**config.mk**
```make
export PLATFORM = sky130hd
export DESIGN_NAME = button_conditioner_flat
export DESIGN_NICKNAME = d
export VERILOG_FILES = /design/src/rtl/btn_pkg.sv /design/src/rtl/button_conditioner_if.sv /design/src/rtl/button_channel.sv /design/src/rtl/button_conditioner.sv /design/src/flat_wrapper.sv
export SDC_FILE = /design/constraint.sdc
export NUM_CORES = 1
export LEC_CHECK = 0
export BUFFER_PORTS_ARGS = -buffer_cell sky130_fd_sc_hd__buf_2
export CORE_MARGIN = 4
export CORE_UTILIZATION = 45
export DETAILED_ROUTE_END_ITERATION = 6
export PLACE_DENSITY_LB_ADDON = 0.1
export SLEW_MARGIN = 30
export SYNTH_ARGS = -nofsm -noshare
export SYNTH_HDL_FRONTEND = slang
export SYNTH_HIERARCHICAL = 1
export SYNTH_SLANG_ARGS = --single-unit
```
**constraint.sdc**
```tcl
create_clock -name Clk -period 4.11 [get_ports Clk]
set_input_delay 0.6165 -clock Clk [delete_from_list [all_inputs] [get_ports Clk]]
set_output_delay 0.6165 -clock Clk [all_outputs]
set_load 0.05 [all_outputs]
```
**src/rtl/btn_pkg.sv**
```systemverilog
// Shared types and helpers for the push-button conditioner.
//   btn_state_t : per-channel debounce FSM state
//   clog2_max   : counter width able to hold the largest of three cycle counts
package btn_pkg;

  typedef enum logic [1:0] {
    IDLE        = 2'd0,
    ARM_PRESS   = 2'd1,
    HELD        = 2'd2,
    ARM_RELEASE = 2'd3
  } btn_state_t;

  // Width needed to represent 0..max(a, b, c) without wrapping.
  function automatic int unsigned clog2_max(input int unsigned a,
                                            input int unsigned b,
                                            input int unsigned c);
    int unsigned m;
    m = a;
    if (b > m) m = b;
    if (c > m) m = c;
    return $clog2(m + 1);
  endfunction

endpackage

```
**src/rtl/button_conditioner_if.sv**
```systemverilog
// Bundle of button pins and conditioned outputs.
//   btn_raw       : raw, asynchronous button pins (driven by the board side)
//   level         : debounced pressed state, 1 = pressed
//   press_pulse   : one-cycle strobe on accepted press and on each auto-repeat
//   release_pulse : one-cycle strobe on accepted release
// master: the board/environment side; slave: the conditioner.
interface button_conditioner_if #(
  parameter int unsigned N_CH = 2
);

  logic [N_CH-1:0] btn_raw;
  logic [N_CH-1:0] level;
  logic [N_CH-1:0] press_pulse;
  logic [N_CH-1:0] release_pulse;

  modport master (
    output btn_raw,
    input  level,
    input  press_pulse,
    input  release_pulse
  );

  modport slave (
    input  btn_raw,
    output level,
    output press_pulse,
    output release_pulse
  );

endinterface

```
**src/rtl/button_channel.sv**
```systemverilog
// One button channel: two-flop synchroniser, polarity fix-up, counter-based
// debounce FSM, optional auto-repeat, registered level and strobes.
//   Clk           : system clock, rising edge
//   Reset         : synchronous, active-high
//   btn_raw       : raw asynchronous pin
//   level         : debounced pressed state (1 = pressed)
//   press_pulse   : one-cycle strobe on accepted press and each repeat
//   release_pulse : one-cycle strobe on accepted release
// Auto-repeat assumes REPEAT_PERIOD <= REPEAT_DELAY so the reload value is
// non-negative.
module button_channel
  import btn_pkg::*;
#(
  parameter bit          ACTIVE_LOW      = 1'b1,
  parameter int unsigned DEBOUNCE_CYCLES = 16,
  parameter bit          REPEAT_EN       = 1'b0,
  parameter int unsigned REPEAT_DELAY    = 64,
  parameter int unsigned REPEAT_PERIOD   = 16
) (
  input  logic Clk,
  input  logic Reset,
  input  logic btn_raw,
  output logic level,
  output logic press_pulse,
  output logic release_pulse
);

  localparam int unsigned CW = clog2_max(DEBOUNCE_CYCLES, REPEAT_DELAY, REPEAT_PERIOD);

  localparam logic [CW-1:0] CntLast   = CW'(DEBOUNCE_CYCLES - 1);
  localparam logic [CW-1:0] RptLast   = CW'(REPEAT_DELAY - 1);
  localparam logic [CW-1:0] RptReload = CW'(REPEAT_DELAY - REPEAT_PERIOD);
  localparam logic [CW-1:0] CntOne    = CW'(1);

  // The pin reads ACTIVE_LOW when released.
  localparam logic Inactive = ACTIVE_LOW;

  logic          s1_q;
  logic          s2_q;
  btn_state_t    state_q;
  logic [CW-1:0] cnt_q;
  logic [CW-1:0] timer_q;
  logic          press_evt_q;
  logic          release_evt_q;
  logic          p;

  // p = 1 means the synchronised pin says "pressed".
  assign p = s2_q ^ ACTIVE_LOW;

  // The FSM decides an event on one edge (press_evt_q/release_evt_q) and the
  // output stage presents it on the next, so level and both strobes come
  // straight from flops and move together.
  always_ff @(posedge Clk) begin
    if (Reset) begin
      s1_q          <= Inactive;
      s2_q          <= Inactive;
      state_q       <= IDLE;
      cnt_q         <= '0;
      timer_q       <= '0;
      press_evt_q   <= 1'b0;
      release_evt_q <= 1'b0;
      level         <= 1'b0;
      press_pulse   <= 1'b0;
      release_pulse <= 1'b0;
    end else begin
      s1_q <= btn_raw;
      s2_q <= s1_q;

      level         <= (state_q == HELD) || (state_q == ARM_RELEASE);
      press_pulse   <= press_evt_q;
      release_pulse <= release_evt_q;

      press_evt_q   <= 1'b0;
      release_evt_q <= 1'b0;

      case (state_q)
        IDLE: begin
          if (p) begin
            // With a single-sample debounce the first pressed sample is
            // already the accepting one.
            if (DEBOUNCE_CYCLES == 1) begin
              state_q     <= HELD;
              cnt_q       <= '0;
              timer_q     <= '0;
              press_evt_q <= 1'b1;
            end else begin
              state_q <= ARM_PRESS;
              cnt_q   <= CntOne;
            end
          end
        end

        ARM_PRESS: begin
          if (!p) begin
            state_q <= IDLE;
            cnt_q   <= '0;
          end else if (cnt_q == CntLast) begin
            state_q     <= HELD;
            cnt_q       <= '0;
            timer_q     <= '0;
            press_evt_q <= 1'b1;
          end else begin
            cnt_q <= cnt_q + CntOne;
          end
        end

        HELD: begin
          if (!p) begin
            timer_q <= '0;
            if (DEBOUNCE_CYCLES == 1) begin
              state_q       <= IDLE;
              cnt_q         <= '0;
              release_evt_q <= 1'b1;
            end else begin
              state_q <= ARM_RELEASE;
              cnt_q   <= CntOne;
            end
          end else if (REPEAT_EN) begin
            // Reload instead of clearing so the following repeats are
            // REPEAT_PERIOD apart while reusing the single DELAY compare.
            if (timer_q == RptLast) begin
              press_evt_q <= 1'b1;
              timer_q     <= RptReload;
            end else begin
              timer_q <= timer_q + CntOne;
            end
          end
        end

        ARM_RELEASE: begin
          if (p) begin
            // Bounce during release: back to held with a fresh repeat delay,
            // no new press strobe.
            state_q <= HELD;
            cnt_q   <= '0;
            timer_q <= '0;
          end else if (cnt_q == CntLast) begin
            state_q       <= IDLE;
            cnt_q         <= '0;
            release_evt_q <= 1'b1;
          end else begin
            cnt_q <= cnt_q + CntOne;
          end
        end

        default: begin
          state_q <= IDLE;
          cnt_q   <= '0;
          timer_q <= '0;
        end
      endcase
    end
  end

endmodule

```
**src/rtl/button_conditioner.sv**
```systemverilog
// Multi-channel push-button front end. Each channel is synchronised,
// polarity-corrected, debounced and turned into a registered level plus
// one-cycle press/release strobes; channels selected by REPEAT_MASK also
// auto-repeat their press strobe while held.
//   Clk   : system clock, rising edge
//   Reset : synchronous, active-high
//   bus   : slave side of button_conditioner_if (btn_raw in; level,
//           press_pulse, release_pulse out), N_CH bits each
module button_conditioner #(
  parameter int unsigned     N_CH            = 2,
  parameter bit              ACTIVE_LOW      = 1'b1,
  parameter int unsigned     DEBOUNCE_CYCLES = 16,
  parameter logic [N_CH-1:0] REPEAT_MASK     = '0,
  parameter int unsigned     REPEAT_DELAY    = 64,
  parameter int unsigned     REPEAT_PERIOD   = 16
) (
  input  logic                 Clk,
  input  logic                 Reset,
  button_conditioner_if.slave  bus
);

  for (genvar i = 0; i < N_CH; i++) begin : g_ch
    button_channel #(
      .ACTIVE_LOW      (ACTIVE_LOW),
      .DEBOUNCE_CYCLES (DEBOUNCE_CYCLES),
      .REPEAT_EN       (REPEAT_MASK[i]),
      .REPEAT_DELAY    (REPEAT_DELAY),
      .REPEAT_PERIOD   (REPEAT_PERIOD)
    ) u_ch (
      .Clk           (Clk),
      .Reset         (Reset),
      .btn_raw       (bus.btn_raw[i]),
      .level         (bus.level[i]),
      .press_pulse   (bus.press_pulse[i]),
      .release_pulse (bus.release_pulse[i])
    );
  end

endmodule

```
**src/flat_wrapper.sv**
```systemverilog
// flat-port wrapper written by rule: the top's interface ports become plain ports
module button_conditioner_flat 
#(
  parameter int unsigned     N_CH            = 2,
  parameter bit              ACTIVE_LOW      = 1'b1,
  parameter int unsigned     DEBOUNCE_CYCLES = 16,
  parameter logic [N_CH-1:0] REPEAT_MASK     = '0,
  parameter int unsigned     REPEAT_DELAY    = 64,
  parameter int unsigned     REPEAT_PERIOD   = 16
)
  (Clk, Reset, bus_btn_raw, bus_level, bus_press_pulse, bus_release_pulse);
  button_conditioner_if #(.N_CH(N_CH)) bus_i ();
  input  logic Clk;
  input  logic Reset;
  input wire logic [$bits(bus_i.btn_raw)-1:0] bus_btn_raw;
  output wire logic [$bits(bus_i.level)-1:0] bus_level;
  output wire logic [$bits(bus_i.press_pulse)-1:0] bus_press_pulse;
  output wire logic [$bits(bus_i.release_pulse)-1:0] bus_release_pulse;
  assign bus_i.btn_raw = bus_btn_raw;
  assign bus_level = bus_i.level;
  assign bus_press_pulse = bus_i.press_pulse;
  assign bus_release_pulse = bus_i.release_pulse;
  button_conditioner #(.N_CH(N_CH), .ACTIVE_LOW(ACTIVE_LOW), .DEBOUNCE_CYCLES(DEBOUNCE_CYCLES), .REPEAT_MASK(REPEAT_MASK), .REPEAT_DELAY(REPEAT_DELAY), .REPEAT_PERIOD(REPEAT_PERIOD)) u_core (.Clk(Clk), .Reset(Reset), .bus(bus_i));
endmodule
```
# Word-level counts from Yosys, hierarchy flattened
# Index checks and enable logic that the tools add are counted.
# W data, S select, Z words.
[word_totals] ff_bits=32 input_bits=4 output_inout_bits=6 word_cells=82
[classes] n_addsub=2 eq_ne=16 muxes=28 bitwise=6 reduce_logical=12
[ops] cell="$mux W7" n=10
[ops] cell="$pmux W7 S4" n=2
[ops] cell="$mux W2" n=12
[ops] cell="$pmux W2 S4" n=2
[ops] cell="$add A7 B1 Y7 const B" n=2
[ops] cell="$eq A7 B4 Y1 const B" n=2
[ops] cell="$reduce_or A3 Y1" n=4
[ops] cell="$eq A2 B2 Y1 const B" n=4
[ops] cell="$ne A2 B2 Y1 const B" n=4
[ops] cell="$reduce_and A4 Y1" n=2
[ops] cell="$ne A3 B2 Y1 const B" n=2
[ops] cell="$ne A3 B3 Y1 const B" n=2
[ops] cell="$not A1 Y1" n=6
[ops] cell="$eq A2 B1 Y1 const B" n=2
[ops] cell="$logic_not A2 Y1" n=2
[ops] cell="$reduce_and A2 Y1" n=2
[ops] cell="$logic_or A1 B1 Y1" n=2
[ops] cell="$mux W1" n=2

# Logic depth before layout (Yosys ltp)
# Gate-level depths: netlist (run 1).
[logic_depth] word_depth=4 depth_mapped=4 depth_no_buf=4

# Modules after synthesis
# Netlist (run 1), hierarchy kept.
[by_module_without_submodules] module="button_channel" instances=2 cells_per_inst=72 area_each_um2=698.2 seq_area_each_um2=320.3

# Worst setup path before layout (run 1)
# No wires, ideal clock.
[synth_timing] path_type="input to register" startpoint="input Reset" endpoint="register u_core.g_ch[0].u_ch.cnt_q[6]" setup_ns=0.062 arrival_ns=1.403 required_time_ns=4.048 setup_slack_ns=2.644 stages=3 path_buffers=0 path_cell_list="or3b_1 -> or4_1 -> nand3_1"
[synth_lines] item="from (decl)" line="flat_wrapper.sv:14" rtl="input logic Reset;"
[synth_lines] item="to (signal assigned)" line="button_channel.sv:88" rtl="cnt_q <= CntOne;"
[synth_lines] item="to (signal assigned)" line="button_channel.sv:103" rtl="cnt_q <= cnt_q + CntOne;"
[synth_lines] item="to (signal assigned)" line="button_channel.sv:116" rtl="cnt_q <= CntOne;"
[synth_lines] item="to (decl)" line="button_channel.sv:41" rtl="logic [CW-1:0] cnt_q;"

==> flow_summary_export.csv, run 1 <==
group,metric,value,unit
run_status,status,"complete, no violations",
drt,detail_route.wirelength,2510,um
placement,placedCellCount,180,
clocking,clk_latency,0.31,ns
setup_path,path_common_cell,"sky130_fd_sc_hd__and3_1",
synthesis,post-synth-top-area-fraction,0.459,
setup_path,cp_data_required_time,4.31,ns
pwr,power.clock.fraction,0.321,
sta,timing.final.hold_violations,0,
flow_run,drv_cap,0,
setup_path,critical_path.n_buffers_inverters,0,
global_route,grtUsageTotal,0.130,
floorplanning,io_pins,10,
layout,final_nets,162,
layout,finalNonFillerCells,187,
clocking,clk_transition_reported_paths,0.09,ns
global_route,use_met3,0.0426,
global_route,number_of_antenna_violations_at_the_first_check_in_global_routing,0,
hold_path,hold_depth,1,
drt,post_drt_wl_per_cell,13.4,um
synthesis,yosysSeqAreaShare,0.459,
clocking,num_cts_buffers,5,
placement,place.port_buffers,9,
setup_path,critical_path_depth,4,
sta,final_slew_violations,0,
synthesis,synthesis.instances,144,
clocking,cts.repair.resized,0,
synthesis,synth_ff_type,"sky130_fd_sc_hd__dfxtp_1",
sta,timing.final.setup_violations,0,
synthesis,synth_cell_types,30,
setup_path,critical_path.cell_chain,"ha_1 > and3_1 > and3_1 > mux2_2",
synthesis,synth.most_common_cell,"sky130_fd_sc_hd__dfxtp_1",
pwr,pwr-share-seq,0.645,
floorplanning,start_util,0.489,
synthesis,synth_warnings,6,
setup_path,r2r-start,"u_core/g_ch[1].u_ch/cnt_q[0]",
pwr,switching_power,111,uW
sta,rsz0062_at_grt,"false",
global_route,wire_length_of_the_first_global_routing_pass,4240,um
layout,finish.instance_area,1510,sq um
clocking,cts_tree,"done",
sta,fmax,646,MHz
hold_path,min_from,"u_core/g_ch[0].u_ch/s1_q",
pwr,p_leak,0.592,nW
clocking,tritoncts_num_sinks,32,
drt,number_of_optimization_iterations_in_the_first_detailed_route_pass,4,
placement,gpl_wtd_cong,0.785,
pwr,combPwrFrac,0.035,
sta,layout_worst_path_cycle_share,0.376,
pwr,power.share.switching,0.225,
pwr,power_per_cell_area,327,nW/um^2
synthesis,syn_avg_cell_area,9.70,sq um
setup_path,worst_setup_startpoint,"u_core/g_ch[1].u_ch/cnt_q[0]",
setup_path,criticalPathCategory,"reg -> reg",
global_route,gr-total-overflow,0,
global_route,grt_use_met1,0.172,
floorplanning,coreArea,2850,sq um
drt,drc_errors,0,
setup_path,critPathMaxFanout,5,
drt,vias,1122,
clocking,cts-hold-fix-buffers,0,
setup_path,slowest_cell_on_the_critical_path,"sky130_fd_sc_hd__dfxtp_1",
clocking,cts_htree_levels,2,
sta,worst_slew_margin_rel,0.540,
global_route,grt_busiest_layer,"met2",
synthesis,number_of_nets_in_the_synthesized_netlist,150,
setup_path,cp_data_arrival_time,1.75,ns
synthesis,ys_ff_latch,32,
drt,drt-initial-drc-count,67,
synthesis,postSynth.asyncResetShare,0,
drt,detail-route-antenna-nets,0,
setup_path,critical-path-max-stage-delay,0.42,ns
setup_path,worstSetupEndpointType,"flop",
sta,hold-worst-slack,0.422,ns
global_route,grt_pass1_vias,970,
synthesis,synth_area,1400,sq um
sta,finalSetupTns,0,ns
floorplanning,design.die.area,4060,sq um
placement,placed_cell_area,1460,sq um
global_route,groute.layer.met2.usage,0.193,
layout,antenna_cells_inserted,0,
pwr,irDropWorstVdd,144,uV
placement,place_worst_setup_slack,2.29,ns
synthesis,synth.largest_area_cell,"sky130_fd_sc_hd__dfxtp_1",
floorplanning,die_w,63.7,um
floorplanning,die_height,63.7,um
synthesis,number_of_enable_flip_flop_cells_after_synthesis,0,
hold_path,worst_min_delay_path_class,"reg -> reg",
pwr,power_report.internal_total,382,uW
clocking,clock_tree.buffer_depth,2,
synthesis,synthTopCellsByArea,"sky130_fd_sc_hd__dfxtp_1 46%, sky130_fd_sc_hd__nand3b_1 4.3%, sky130_fd_sc_hd__o2111ai_1 3.8%",
drt,drt-vias-per-instance,6.00,
placement,dpl.hpwl,1700,um
clocking,post-cts-setup-buffer-count,0,
layout,area_growth,8.06,%
setup_path,reg2regPathDepth,4,
setup_path,timing.critical_path.from_type,"flop",
sta,clock_skew,0.0127,ns
layout,post_route_cells_drive_above_1_share,0.147,
sta,post_layout_minimum_cycle_time,1.55,ns
sta,worst_slack,2.56,ns
floorplanning,floorplan.rows,19,
global_route,grt_max_degree,29,
setup_path,critical_path.top_delay_family,"simple AND/OR/NAND/NOR gates",
clocking,cts_root_buf,"sky130_fd_sc_hd__clkbuf_4",
sta,tightest_slew,0.685,ns
synthesis,synthTopCellsByCount,"32 x sky130_fd_sc_hd__dfxtp_1, 10 x sky130_fd_sc_hd__nand3_1, 8 x sky130_fd_sc_hd__nand3b_1, 8 x sky130_fd_sc_hd__nor2b_1",
[state kept, by name, summed over array words and instances, names as in the netlist, named ones only]
| register | count |
|---|---|
| u_core/g_ch.u_ch/press_pulse | 2 |
| u_core/g_ch.u_ch/release_pulse | 2 |
| u_core/g_ch.u_ch/state_q | 2 |
| u_core/g_ch.u_ch/level | 2 |
| u_core/g_ch.u_ch/release_evt_q | 2 |
| u_core/g_ch.u_ch/s2_q | 2 |
| u_core/g_ch.u_ch/cnt_q | 14 |
| u_core/g_ch.u_ch/s1_q | 2 |
| u_core/g_ch.u_ch/press_evt_q | 2 |
[kinds of logic (layout without fill, tap and decap cells)]
family	after synthesis	after routing	share of synthesized area
flip-flops	32	32	0.459
adder cells (fa/ha/maj)	2	2	0.0179
buffers and inverters	6	18	0.0179
multiplexers	2	2	0.0161
XOR/XNOR	8	8	0.0502
AND/OR/NAND/NOR	70	70	0.321
AO/OA/AOI/OAI	24	24	0.118
[worst reg2reg max path: cells and delay by family (launching register included)]
family	cells	cell delay, ns
mux	1	0.35
fa+ha+maj	1	0.25
flops	1	0.42
simple gates	2	0.42
[metal layers]
layer  vias to the layer above  part of all wire
li1                        560                 -
met1                       520              0.50
met2                        38              0.43
met3                         4             0.057
met4                         0             0.013
met5                         -                 0
[placed cells by master, fill, tap and decap left out, types with 5 or more instances in the layout]
master / instances
sky130_fd_sc_hd__nor2b_1: 8
sky130_fd_sc_hd__o211ai_1: 6
sky130_fd_sc_hd__and3_1: 6
sky130_fd_sc_hd__nand3_1: 10
sky130_fd_sc_hd__dfxtp_1: 32
sky130_fd_sc_hd__a21oi_1: 6
sky130_fd_sc_hd__nand3b_1: 8
sky130_fd_sc_hd__buf_2: 9
sky130_fd_sc_hd__xor2_1: 6
sky130_fd_sc_hd__o2111ai_1: 6
sky130_fd_sc_hd__clkbuf_4: 5
[final timing paths]
kind / end / slack [ns]
max: flop / 2.56
max reg2reg: flop / 2.56
min: u_core/g_ch[0].u_ch/s2_q / 0.42
min reg2reg: u_core/g_ch[0].u_ch/s2_q / 0.42
[cell type report]
type                       count  area (sq um)
fill                         254          1340
multi-input combinational    106           731
sequential                    32           641
timing repair buffer           9          45.0
clock buffer                   6          41.3
tap                           31          38.8
inverter                       2          7.51
clock inverter                 1          5.00
[power by group through the flow]
stage | combinational (mW) | clock (mW) | sequential [mW]
floorplan | 0.0130 | 0 | 0.323
global placement | 0.0166 | 0 | 0.325
detailed placement | 0.0170 | 0 | 0.325
CTS | 0.0171 | 0.166 | 0.318
global route | 0.0191 | 0.183 | 0.319
finish | 0.0172 | 0.158 | 0.318
[stage by stage]
step           total power [mW]   util
6_report                  0.493  0.529
5_1_grt                   0.521  0.529
4_1_cts                   0.501  0.529
3_5_place_dp              0.342  0.513
3_3_place_gp              0.341  0.513
2_1_floorplan             0.336      -
(Power assumes the default switching activity.)
==> inputs of run 2 (changes only) <==
- clock period: 4.11 -> 1.4 ns (I/O delays scaled with it)
==> run 2 against run 1 <==
Compared with the run above:
- flip-flop and latch count did not move
- critical path depth did not move
- die area did not move
- power rose to 3.4 times the previous value
- non-clock buffer count rose by 14
- setup slack got worse by 2.5 ns
- largest power group unchanged
- count of clock-buffer cells in the layout did not move
- critical path type unchanged
- core utilization rose by 7.8 points
==> flow_summary_export.csv, run 2 (synthesized netlist as in run 1, its figures left out) <==
group,metric,value,unit
layout,max_flop_register,"u_core/g_ch.u_ch/cnt_q",
flow_run,drv_cap,0,
setup_path,critical_path.top_delay_family,"simple AND/OR/NAND/NOR gates",
sta,layout_worst_path_cycle_share,0.966,
clocking,cts_root_buf,"sky130_fd_sc_hd__clkbuf_4",
global_route,grt_pass1_vias,1161,
placement,gpl_wtd_cong,0.781,
setup_path,timing.critical_path.from_type,"flop",
floorplanning,die_w,63.7,um
global_route,wire_length_of_the_first_global_routing_pass,5260,um
floorplanning,design.die.area,4060,sq um
drt,post_drt_wl_per_cell,15.5,um
layout,finish.instance_area,1730,sq um
setup_path,critPathMaxFanout,3,
layout,most_common_cell_after_layout_fill_and_taps_aside,"sky130_fd_sc_hd__dfxtp_1",
placement,place.port_buffers,9,
setup_path,critical_path.n_buffers_inverters,0,
drt,detail_route.wirelength,3130,um
layout,filler_cell_count,249,
layout,finalNonFillerCells,202,
hold_path,worst_min_delay_path_class,"in -> reg",
drt,drc_errors,0,
setup_path,cp_data_arrival_time,1.56,ns
sta,final_slew_violations,0,
global_route,grtUsageTotal,0.164,
clocking,clk_transition_reported_paths,0.10,ns
floorplanning,coreArea,2850,sq um
drt,number_of_optimization_iterations_in_the_first_detailed_route_pass,4,
drt,drt-initial-drc-count,58,
sta,finalSetupTns,0,ns
clocking,tritoncts_num_sinks,32,
sta,tightest_slew,0.506,ns
placement,placedCellCount,194,
floorplanning,start_util,0.489,
clocking,cts_htree_levels,2,
layout,final_nets,176,
sta,post_layout_minimum_cycle_time,1.35,ns
clocking,clock_tree.buffer_depth,2,
setup_path,worstSetupEndpointType,"flop",
floorplanning,floorplan.rows,19,
clocking,num_cts_buffers,5,
drt,drt-vias-per-instance,5.88,
floorplanning,io_pins,10,
layout,final_util,0.607,
sta,clock_skew,0.0101,ns
setup_path,slowest_cell_on_the_critical_path,"sky130_fd_sc_hd__dfxtp_2",
global_route,gr-total-overflow,0,
drt,detail-route-antenna-nets,0,
sta,rsz0062_at_grt,"false",
layout,largest_register_ff_count,14,
layout,area_growth,24.0,%
clocking,clk_latency,0.32,ns
setup_path,critical-path-max-stage-delay,0.37,ns
pwr,totalPowerFinal,1.69,mW
sta,worst_slack,0.0482,ns
layout,final_cell_mix,"23 x sky130_fd_sc_hd__dfxtp_1, 14 x sky130_fd_sc_hd__buf_4, 10 x sky130_fd_sc_hd__nand3_1",
layout,antenna_cells_inserted,0,
sta,fmax,740,MHz
pwr,power_per_cell_area,975,nW/um^2
placement,placed_cell_area,1570,sq um
placement,dpl.hpwl,2080,um
sta,worst_slew_margin_rel,0.661,
setup_path,critical_path.cell_chain,"ha_4 > and3_1 > and3_4 > mux2_2",
global_route,number_of_antenna_violations_at_the_first_check_in_global_routing,0,
sta,timing.final.hold_violations,0,
setup_path,cp_data_required_time,1.61,ns
clocking,cts_tree,"done",
sta,hold-worst-slack,0.0697,ns
global_route,grt_max_degree,16,
pwr,irDropWorstVdd,778,uV
floorplanning,die_height,63.7,um
layout,post_route_cells_drive_above_1_share,0.327,
sta,timing.final.setup_violations,0,
placement,place_worst_setup_slack,-0.110,ns
run_status,status,"complete, no violations",
pwr,p_leak,0.696,nW
drt,vias,1187,
setup_path,criticalPathCategory,"reg -> reg",
## run 2: layout make-up
class | instances | area [sq um] | area share
clock buffers | 6 | 41.3 | 0.0238
clock inverters | 2 | 35.0 | 0.0202
inverters | 2 | 7.51 | 0.00434
multi-input cells | 106 | 807 | 0.466
flip-flops and latches | 32 | 652 | 0.376
well taps | 31 | 38.8 | 0.0224
repair buffers | 23 | 150 | 0.0867
## run 2: report_power, final
part / total, mW / switching, mW / internal, mW
clock: 0.680 / 0.306 / 0.374
sequential: 0.930 / 0.00953 / 0.921
combinational: 0.0771 / 0.0453 / 0.0319
## run 2: what timing repair did
action / in CTS / in global routing
endpoints found under the hold margin: 0 / 0
resized for setup: 3 / 18
hold buffers: 0 / 0
setup endpoints to repair: 6 / 13
buffers inserted: 0 / 0
pin swaps: 0 / 1
## run 2: per-layer routing
layer  vias up  GRT usage  share of wire  wire (um)
li1        594          -              -          -
met2        27      0.261           0.47       1480
met1       562      0.207           0.47       1460
met5         -          0              0          0
met3         4     0.0568          0.048        151
met4         0     0.0512          0.012         38
## run 2: final timing paths
path | startpoint | endpoint | slack [ns] | cells past startpoint
max reg2reg | u_core/g_ch[0].u_ch/cnt_q[1] | flop | 0.05 | 4
min | bus_btn_raw[1] | u_core/g_ch[1].u_ch/s1_q | 0.07 | 2
max | u_core/g_ch[0].u_ch/cnt_q[1] | flop | 0.05 | 4
min reg2reg | u_core/g_ch[0].u_ch/s1_q | u_core/g_ch[0].u_ch/s2_q | 0.44 | 1
## run 2: worst reg2reg max path: cells and delay by family, from the launching register on
family | cells | cell delay [ns]
adder cells (fa/ha/maj) | 1 | 0.16
AND/OR/NAND/NOR | 2 | 0.38
multiplexers | 1 | 0.33
flip-flops | 1 | 0.37
==> inputs of run 3 (changes only) <==
- CORE_ASPECT_RATIO: unset -> 1.1
==> run 3 against run 2 <==
Compared with the run above:
- power is 0.70% lower
- global-route usage is 0.73 points lower
- first-iteration DRC count is 22% higher
- design area is 3.0% lower
- fmax is 0.49% higher
- non-clock buffer count is 3 lower
- clock skew hardly changed
- setup slack better by 0.0066 ns
- cell count is 0.50% lower
- critical path depth stayed put
- hold slack better by 0.0014 ns
- critical path type unchanged
- largest cell class unchanged
- highest routed layer unchanged
==> flow_summary_export.csv, run 3 (synthesized netlist as in run 1, its figures left out) <==
group,metric,value,unit
floorplanning,coreArea,2880,sq um
clocking,num_cts_buffers,5,
floorplanning,floorplan.rows,20,
setup_path,cp_data_required_time,1.66,ns
sta,timing.final.hold_violations,0,
clocking,cts_tree,"done",
layout,final_util,0.584,
global_route,grtUsageTotal,0.156,
placement,place.port_buffers,9,
layout,filler_cell_count,260,
layout,largest_register_ff_count,14,
placement,gpl_wtd_cong,0.807,
drt,drt-initial-drc-count,71,
sta,fmax,743,MHz
sta,timing.final.setup_violations,0,
clocking,clk_transition_reported_paths,0.09,ns
drt,post_drt_wl_per_cell,13.7,um
sta,post_layout_minimum_cycle_time,1.35,ns
clocking,post-cts-setup-buffer-count,0,
pwr,p_leak,0.664,nW
sta,rsz0062_at_grt,"true",
sta,clock_skew,0.0102,ns
sta,worst_slew_margin_rel,0.628,
layout,final_nets,173,
clocking,clock_tree.buffer_depth,2,
sta,finalSetupTns,0,ns
clocking,cts_root_buf,"sky130_fd_sc_hd__clkbuf_4",
placement,placedCellCount,193,
clocking,cts_htree_levels,2,
drt,detail-route-antenna-nets,0,
global_route,gr-total-overflow,0,
setup_path,criticalPathCategory,"reg -> reg",
layout,final_cell_mix,"27 x sky130_fd_sc_hd__dfxtp_1, 11 x sky130_fd_sc_hd__buf_4, 10 x sky130_fd_sc_hd__nand3_1",
placement,dpl.hpwl,1960,um
sta,final_slew_violations,0,
layout,antenna_cells_inserted,0,
layout,max_flop_register,"u_core/g_ch.u_ch/cnt_q",
floorplanning,start_util,0.485,
layout,most_common_cell_after_layout_fill_and_taps_aside,"sky130_fd_sc_hd__dfxtp_1",
drt,drt-vias-per-instance,5.87,
floorplanning,io_pins,10,
floorplanning,die_height,66.4,um
setup_path,worstSetupEndpointType,"flop",
hold_path,worst_min_delay_path_class,"in -> reg",
sta,layout_worst_path_cycle_share,0.961,
run_status,status,"complete, no violations",
clocking,clk_latency,0.32,ns
drt,vias,1179,
global_route,wire_length_of_the_first_global_routing_pass,4770,um
clocking,cts-hold-fix-buffers,0,
drt,detail_route.wirelength,2750,um
drt,drc_errors,0,
global_route,grt_pass1_vias,1104,
layout,post_route_cells_drive_above_1_share,0.274,
flow_run,drv_cap,0,
pwr,irDropWorstVdd,915,uV
drt,number_of_optimization_iterations_in_the_first_detailed_route_pass,5,
global_route,grt_max_degree,16,
sta,tightest_slew,0.556,ns
global_route,number_of_antenna_violations_at_the_first_check_in_global_routing,0,
pwr,totalPowerFinal,1.68,mW
clocking,tritoncts_num_sinks,32,
layout,finalNonFillerCells,201,
setup_path,critPathMaxFanout,6,
floorplanning,design.die.area,4060,sq um
setup_path,cp_data_arrival_time,1.61,ns
pwr,power_per_cell_area,997,nW/um^2
layout,area_growth,20.3,%
setup_path,timing.critical_path.from_type,"flop",
floorplanning,die_w,61.1,um
## run 3: routing by layer
| metal | part of all wire | GRT usage | vias up |
|---|---|---|---|
| li1 | - | - | 585 |
| met2 | 0.52 | 0.267 | 40 |
| met3 | 0.056 | 0.0352 | 4 |
| met4 | 0.0076 | 0.0678 | 0 |
| met5 | 0 | 0 | - |
| met1 | 0.42 | 0.181 | 550 |
## run 3: path summary, 6_finish.rpt
check	from	endpoint	slack, ns	cells after the start
worst min register to register	u_core/g_ch[1].u_ch/s1_q	u_core/g_ch[1].u_ch/s2_q	0.42	1
worst max register to register	u_core/g_ch[0].u_ch/cnt_q[0]	u_core/g_ch[0].u_ch/cnt_q[6]	0.05	4
worst max-delay path	u_core/g_ch[0].u_ch/cnt_q[0]	u_core/g_ch[0].u_ch/cnt_q[6]	0.05	4
worst min-delay path	bus_btn_raw[0]	u_core/g_ch[0].u_ch/s1_q	0.07	2
## run 3: timing repair
item / CTS / global route
endpoints found under the setup margin: 5 / 6
endpoints found under the hold margin: 0 / 0
gates resized for setup: 7 / 6
## run 3: cell type report
cell class / instances / area, sq um / area share
clock buffer: 6 / 41.3 / 0.0246
multi-input combinational: 106 / 781 / 0.465
tap: 33 / 41.3 / 0.0246
sequential: 32 / 647 / 0.385
inverter: 2 / 7.51 / 0.00447
timing repair buffer: 20 / 128 / 0.0759
clock inverter: 2 / 35.0 / 0.0208
## run 3: stage by stage
stage	hold WS [ns]	cell area [sq um]	setup slack (ns)
6_report	0.0710	1680	0.0548
5_1_grt	0.0603	1680	-0.00999
4_1_cts	0.0622	1660	0.0186
3_5_place_dp	0.395	1550	-0.0604
3_3_place_gp	0.396	1550	-0.000774
2_1_floorplan	0.298	1400	0.0211
## run 3: critical path, stage by stage (launching register included)
cell	delay (ns)
sky130_fd_sc_hd__dfxtp_2	0.36
sky130_fd_sc_hd__ha_4	0.16
sky130_fd_sc_hd__nand3_2	0.12
sky130_fd_sc_hd__or4_1	0.55
sky130_fd_sc_hd__nand3_1	0.09
## run 3: where the power goes
| part | total (mW) | internal [mW] | leakage (nW) | switching (mW) |
|---|---|---|---|---|
| clock network | 0.672 | 0.374 | 0.0422 | 0.298 |
| registers | 0.928 | 0.920 | 0.261 | 0.00768 |
| logic | 0.0759 | 0.0319 | 0.361 | 0.0440 |
| total | 1.68 | 1.33 | 0.664 | 0.349 |
